==> src/rtl/ftdi_sync_fifo_writer.sv <==
`default_nettype none
// +--------------------------------------------------------------------------+
// | ftdi_sync_fifo_writer: drains the packetizer byte FIFO into an FT2232H   |
// | synchronous 245 FIFO port, with a 2-entry skid buffer and SIWU# flush.   |
// | Revision: 1.0                                                            |
// +--------------------------------------------------------------------------+
module ftdi_sync_fifo_writer #(
  parameter int FLUSH_TIMEOUT = 1024,
  parameter int CNT_W         = 32
) (
  input  logic             clk_i,
  input  logic             reset_i,
  input  logic             en_i,
  input  logic             fifo_empty_i,
  output logic             fifo_req_o,
  input  logic [7:0]       fifo_data_i,
  input  logic             ftdi_txe_n_i,
  output logic             ftdi_wr_n_o,
  output logic [7:0]       ftdi_data_o,
  output logic             ftdi_siwu_n_o,
  output logic             busy_o,
  output logic [CNT_W-1:0] byte_count_o
);

  localparam logic [1:0]  c_st_idle   = 2'd0;
  localparam logic [1:0]  c_st_stream = 2'd1;
  localparam logic [1:0]  c_st_siwu   = 2'd2;
  localparam logic [15:0] c_cnt_last  = 16'(FLUSH_TIMEOUT - 1);

  logic [1:0]       r_occ;
  logic             r_inflight;
  logic [7:0]       r_buf0;
  logic [7:0]       r_buf1;
  logic             r_wr_n;
  logic [7:0]       r_data;
  logic             r_siwu_n;
  logic             r_busy;
  logic [CNT_W-1:0] r_byte_count;
  logic [1:0]       r_state;
  logic [15:0]      r_idle_cnt;

  logic             w_req;
  logic             w_accept;
  logic [1:0]       w_occ_next;
  logic [7:0]       w_buf0_next;
  logic [7:0]       w_buf1_next;

  // Credit check ignores a pop in the same cycle, so occ+inflight never exceeds 2.
  assign w_req    = en_i & ~fifo_empty_i & (({1'b0, r_occ} + {2'b00, r_inflight}) < 3'd2);
  assign w_accept = ~r_wr_n & ~ftdi_txe_n_i;

  always_comb begin
    w_occ_next  = r_occ;
    w_buf0_next = r_buf0;
    w_buf1_next = r_buf1;
    case ({w_accept, r_inflight})
      2'b01: begin
        w_occ_next = r_occ + 2'd1;
        if (r_occ == 2'd0) w_buf0_next = fifo_data_i;
        else               w_buf1_next = fifo_data_i;
      end
      2'b10: begin
        w_occ_next  = r_occ - 2'd1;
        w_buf0_next = r_buf1;
      end
      2'b11: begin
        if (r_occ == 2'd1) begin
          w_buf0_next = fifo_data_i;
        end else begin
          w_buf0_next = r_buf1;
          w_buf1_next = fifo_data_i;
        end
      end
      default: ;
    endcase
  end

  always_ff @(posedge clk_i) begin
    if (reset_i) begin
      r_occ        <= 2'd0;
      r_inflight   <= 1'b0;
      r_buf0       <= 8'h00;
      r_buf1       <= 8'h00;
      r_wr_n       <= 1'b1;
      r_data       <= 8'h00;
      r_busy       <= 1'b0;
      r_byte_count <= '0;
    end else begin
      r_occ      <= w_occ_next;
      r_inflight <= w_req;
      r_buf0     <= w_buf0_next;
      r_buf1     <= w_buf1_next;
      // WR# and data always present the post-edge head, so a refused byte is re-offered.
      r_wr_n     <= ~(~ftdi_txe_n_i & (w_occ_next != 2'd0));
      r_data     <= w_buf0_next;
      r_busy     <= (w_occ_next != 2'd0) | w_req;
      if (w_accept) r_byte_count <= r_byte_count + CNT_W'(1);
    end
  end

  always_ff @(posedge clk_i) begin
    if (reset_i) begin
      r_state    <= c_st_idle;
      r_idle_cnt <= 16'd0;
      r_siwu_n   <= 1'b1;
    end else begin
      r_siwu_n <= 1'b1;
      case (r_state)
        c_st_idle: begin
          r_idle_cnt <= 16'd0;
          if (w_accept) r_state <= c_st_stream;
        end
        c_st_stream: begin
          if (w_accept | r_busy) begin
            r_idle_cnt <= 16'd0;
          end else if (r_idle_cnt == c_cnt_last) begin
            r_state    <= c_st_siwu;
            r_siwu_n   <= 1'b0;
            r_idle_cnt <= 16'd0;
          end else begin
            r_idle_cnt <= r_idle_cnt + 16'd1;
          end
        end
        c_st_siwu: begin
          r_state    <= c_st_idle;
          r_idle_cnt <= 16'd0;
        end
        default: begin
          r_state    <= c_st_idle;
          r_idle_cnt <= 16'd0;
        end
      endcase
    end
  end

  assign fifo_req_o    = w_req;
  assign ftdi_wr_n_o   = r_wr_n;
  assign ftdi_data_o   = r_data;
  assign ftdi_siwu_n_o = r_siwu_n;
  assign busy_o        = r_busy;
  assign byte_count_o  = r_byte_count;

endmodule
`default_nettype wire
==> config.mk <==
export PLATFORM = sky130hd
export DESIGN_NAME = ftdi_sync_fifo_writer
export DESIGN_NICKNAME = d
export VERILOG_FILES = /design/src/rtl/ftdi_sync_fifo_writer.sv
export SDC_FILE = /design/constraint.sdc
export NUM_CORES = 1
export LEC_CHECK = 0
export ABC_AREA = 1
export ABC_CLOCK_PERIOD_IN_PS = 3300
export CORE_MARGIN = 5
export CORE_UTILIZATION = 50
export DETAILED_ROUTE_END_ITERATION = 10
export DONT_BUFFER_PORTS = 1
export GPL_TIMING_DRIVEN = 0
export PLACE_DENSITY = 0.65
export SETUP_SLACK_MARGIN = 0.3
export SLEW_MARGIN = 0
export SYNTH_ARGS = -nofsm -noshare
export SYNTH_HDL_FRONTEND = slang
export SYNTH_SLANG_ARGS = --single-unit
==> constraint.sdc <==
create_clock -name clk_i -period 3.3 [get_ports clk_i]
set_clock_uncertainty 0.1 [all_clocks]
set_input_delay 0.66 -clock clk_i [delete_from_list [all_inputs] [get_ports clk_i]]
set_output_delay 0.66 -clock clk_i [all_outputs]
set_load 0.05 [all_outputs]
==> run_results.csv <==
group,metric,value,unit
run_status,status,"completed",
synth,synth_top_area_share,38.3,%
grt,gr-total-overflow,0,
power,sw_frac_of_total,22.7,%
clock_tree,clkTransAtPathRegs,0.08,ns
sta,period_share,77.2,%
detailed_routing,drcViolationCount,0,
synth,synthArstFlopShare,0,%
die,io_pins,57,
power,p_int,1370,uW
sta,worst_slew_pin_slew,0.960,ns
cells_and_area,stdcell_count,665,
clock_tree,holdBufCountCts,0,
critical_path,crit_top_cell,"o21ai_0",
clock_tree,h-tree-depth,3,
grt,grt_use_total,18.4,%
clock_tree,cts_buffer_depth,2,
clock_tree,clock-sinks,72,
synth,synth.avg_cell_area,6.84,um^2
power,switchingPower,401,uW
die,initial_utilization,51.6,%
critical_path,critPathTopFamily,"compound AO/OA/AOI/OAI gates",
critical_path,cp.required,3.44,ns
sta,min_period,2.55,ns
sta,finalSetupTns,0,ns
cells_and_area,final_cell_area,0.00412,mm^2
die,fp.dieH,96.7,um
critical_path,cp_max_fo,11,
synth,synth_edf_count,0,
clock_tree,cts_setup_buffers,0,
synth,synth_warnings,0,
clock_tree,ctsRootBufferMaster,"clkbuf_8",
synth,syn_nets,572,
power,irDropWorstVdd,0.000262,V
synth,syn_area,0.00376,mm^2
placement,placedCellCount,649,
critical_path,cpPeakStageDelay,0.70,ns
cells_and_area,final_layout_size_suffix_gt1_share,9.19,%
sta,hold_violations,0,
synth,netlist_instances,550,
sta,rsz0062_at_grt,"no",
die,design.die.area,0.00936,mm^2
placement,dp_hpwl,6.30,mm
cells_and_area,syn_to_final_growth,9.41,%
grt,gr-usage-met2,29.5,%
critical_path,path_cells,"nor2_4, buf_6, buf_4, ha_1, a21oi_1, o21ai_0, o21ai_0, inv_1",
synth,yosysUniqueCellTypes,32,
grt,grt_max_degree,13,
detailed_routing,vias,3314,
synth,synth_common_cells,"nor2_1, inv_1, nand2_1, dfxtp_1, a21oi_1",
sta,slew_headroom,35.8,%
cells_and_area,antenna_cells,0,
detailed_routing,vias_per_cell,4.98,
die,core,0.00729,mm^2
power,power.total,1770,uW
clock_tree,cts_tree,"built",
synth,synth_top_flop_cell,"dfxtp_1",
critical_path,critPathKind,"reg2reg",
sta,timing.fmax,392,MHz
sta,final-setup-viol-count,0,
cells_and_area,final_core_util,56.4,%
critical_path,end_kind,"flop",
synth,synth_top_cell_by_area,"dfxtp_1",
grt,antenna_found_initial,0,
power,pwr-share-clk,45.1,%
clock_tree,clkLatencyLatePin,0.34,ns
grt,grt_use_met3,5.76,%
power,comb_power_share,3.4,%
critical_path,critPathLaunchType,"flop",
die,rows,31,
power,cellLeakagePower,0.00174,uW
die,die_x,96.7,um
placement,placed_cell_area,0.00388,mm^2
grt,met1_usage,23.8,%
detailed_routing,first_iter_violations,129,
worst_hold_path,hold_path.class,"in2reg",
clock_tree,cts_buffers,9,
grt,grt_pass1_vias,3111,
detailed_routing,drtPass1Iterations,5,
synth,synth-seq-cells,72,
run,maxCapViolCount,0,
critical_path,cp_num_buf_inv,3,
power,seqPwrFrac,51.5,%
placement,portBuffers,0,
detailed_routing,wire_per_inst,12.6,um
detailed_routing,drtAntennaViolNets,0,
power,power_density,429,mW/mm^2
synth,synthTopCellsByArea,"dfxtp_1, nor2_1, inv_1",
synth,synth_most_common_cell,"nor2_1",
sta,slew_viol_final,0,
critical_path,cp.arrival,2.69,ns
synth,ys_seq_area_share,38.3,%
grt,top_usage_layer,"met2",
placement,gp_congestion,0.842,
cells_and_area,fin_nets,583,
grt,grt_pass1_wl,14.5,mm
detailed_routing,wl,8.41,mm
clock_tree,cts_resized,0,
critical_path,critical_path.slowest_cell,"dfxtp_1",
[metal layers]
| layer | wire length (um) | vias to the layer above |
|---|---|---|
| li1 | - | 1753 |
| met2 | 3810 | 71 |
| met4 | 93 | 0 |
| met5 | 0 | - |
| met3 | 549 | 9 |
| met1 | 3960 | 1481 |
[area by class of cell]
| type | instances | area (um^2) |
|---|---|---|
| Buffer | 10 | 60.1 |
| Clock buffer | 11 | 151 |
| Clock inverter | 5 | 78.8 |
| Fill cell | 747 | 3180 |
| Inverter | 97 | 364 |
| Multi-Input combinational cell | 371 | 1900 |
| Sequential cell | 72 | 1440 |
| Tap cell | 99 | 124 |
[state kept, by name, summed over array words and instances, names as in the netlist]
name           count
byte_count_o      32
r_inflight         1
r_occ              2
ftdi_siwu_n_o      1
r_buf1             8
r_idle_cnt        16
ftdi_wr_n_o        1
busy_o             1
ftdi_data_o        8
r_state            2
[per-stage QoR]
step	hold WS, ns	setup WS (ns)
floorplan	0.317	1.07
global placement	0.327	0.770
detailed placement	0.344	0.750
CTS	0.302	0.752
global route	0.315	0.589
finish	0.315	0.751
[final timing paths]
path	from	end	slack (ns)	cells after the start
max	ftdi_wr_n_o$_SDFF_PP1_	ftdi_data_o[2]$_SDFFE_PP0P_	0.75	8
min	ftdi_txe_n_i	ftdi_wr_n_o$_SDFF_PP1_	0.32	2
max reg2reg	ftdi_wr_n_o$_SDFF_PP1_	ftdi_data_o[2]$_SDFFE_PP0P_	0.75	8
min reg2reg	r_idle_cnt[0]$_SDFF_PP0_	r_idle_cnt[0]$_SDFF_PP0_	0.35	1
[logic make-up (layout without fill, tap and decap cells)]
family | after synthesis | count (layout) | share of synthesized area, %
XOR/XNOR | 12 | 12 | 2.79
flip-flops | 72 | 72 | 38.3
AND/OR/NAND/NOR | 276 | 276 | 34.4
AO/OA/AOI/OAI | 74 | 74 | 10.2
adder cells (fa/ha/maj) | 9 | 9 | 2.99
buffers and inverters | 107 | 123 | 11.3
[power by group through the flow]
stage	combinational [uW]	sequential [uW]	clock, uW
6_report	59.2	911	797
5_1_grt	68.6	912	858
4_1_cts	59.7	911	817
3_5_place_dp	59.3	931	0
3_3_place_gp	57.9	931	0
2_1_floorplan	46.2	929	0
[layout by cell type (no fill, tap or decap), types with 3 or more instances in the layout]
master and count:
xor2_1 8, inv_1 94, o22ai_1 5, a21oi_1 36
nand2_2 8, o21ai_0 29, nor2_2 6, inv_2 3
buf_2 3, nand4_1 14, ha_1 9, nor3_1 10
clkbuf_8 11, clkbuf_1 4, nor2_1 96, nand3_1 34
dfxtp_1 72, nor2_4 5, xnor2_1 4, nand2_1 93
[worst register-to-register path: cells and delay by family, from the launching register on]
family          cells  cell delay, ns
compound gates      3            0.87
simple gates        1            0.12
flops               1            0.70
fa+ha+maj           1            0.23
buf+inv             3            0.42
(Power assumes the default switching activity.)
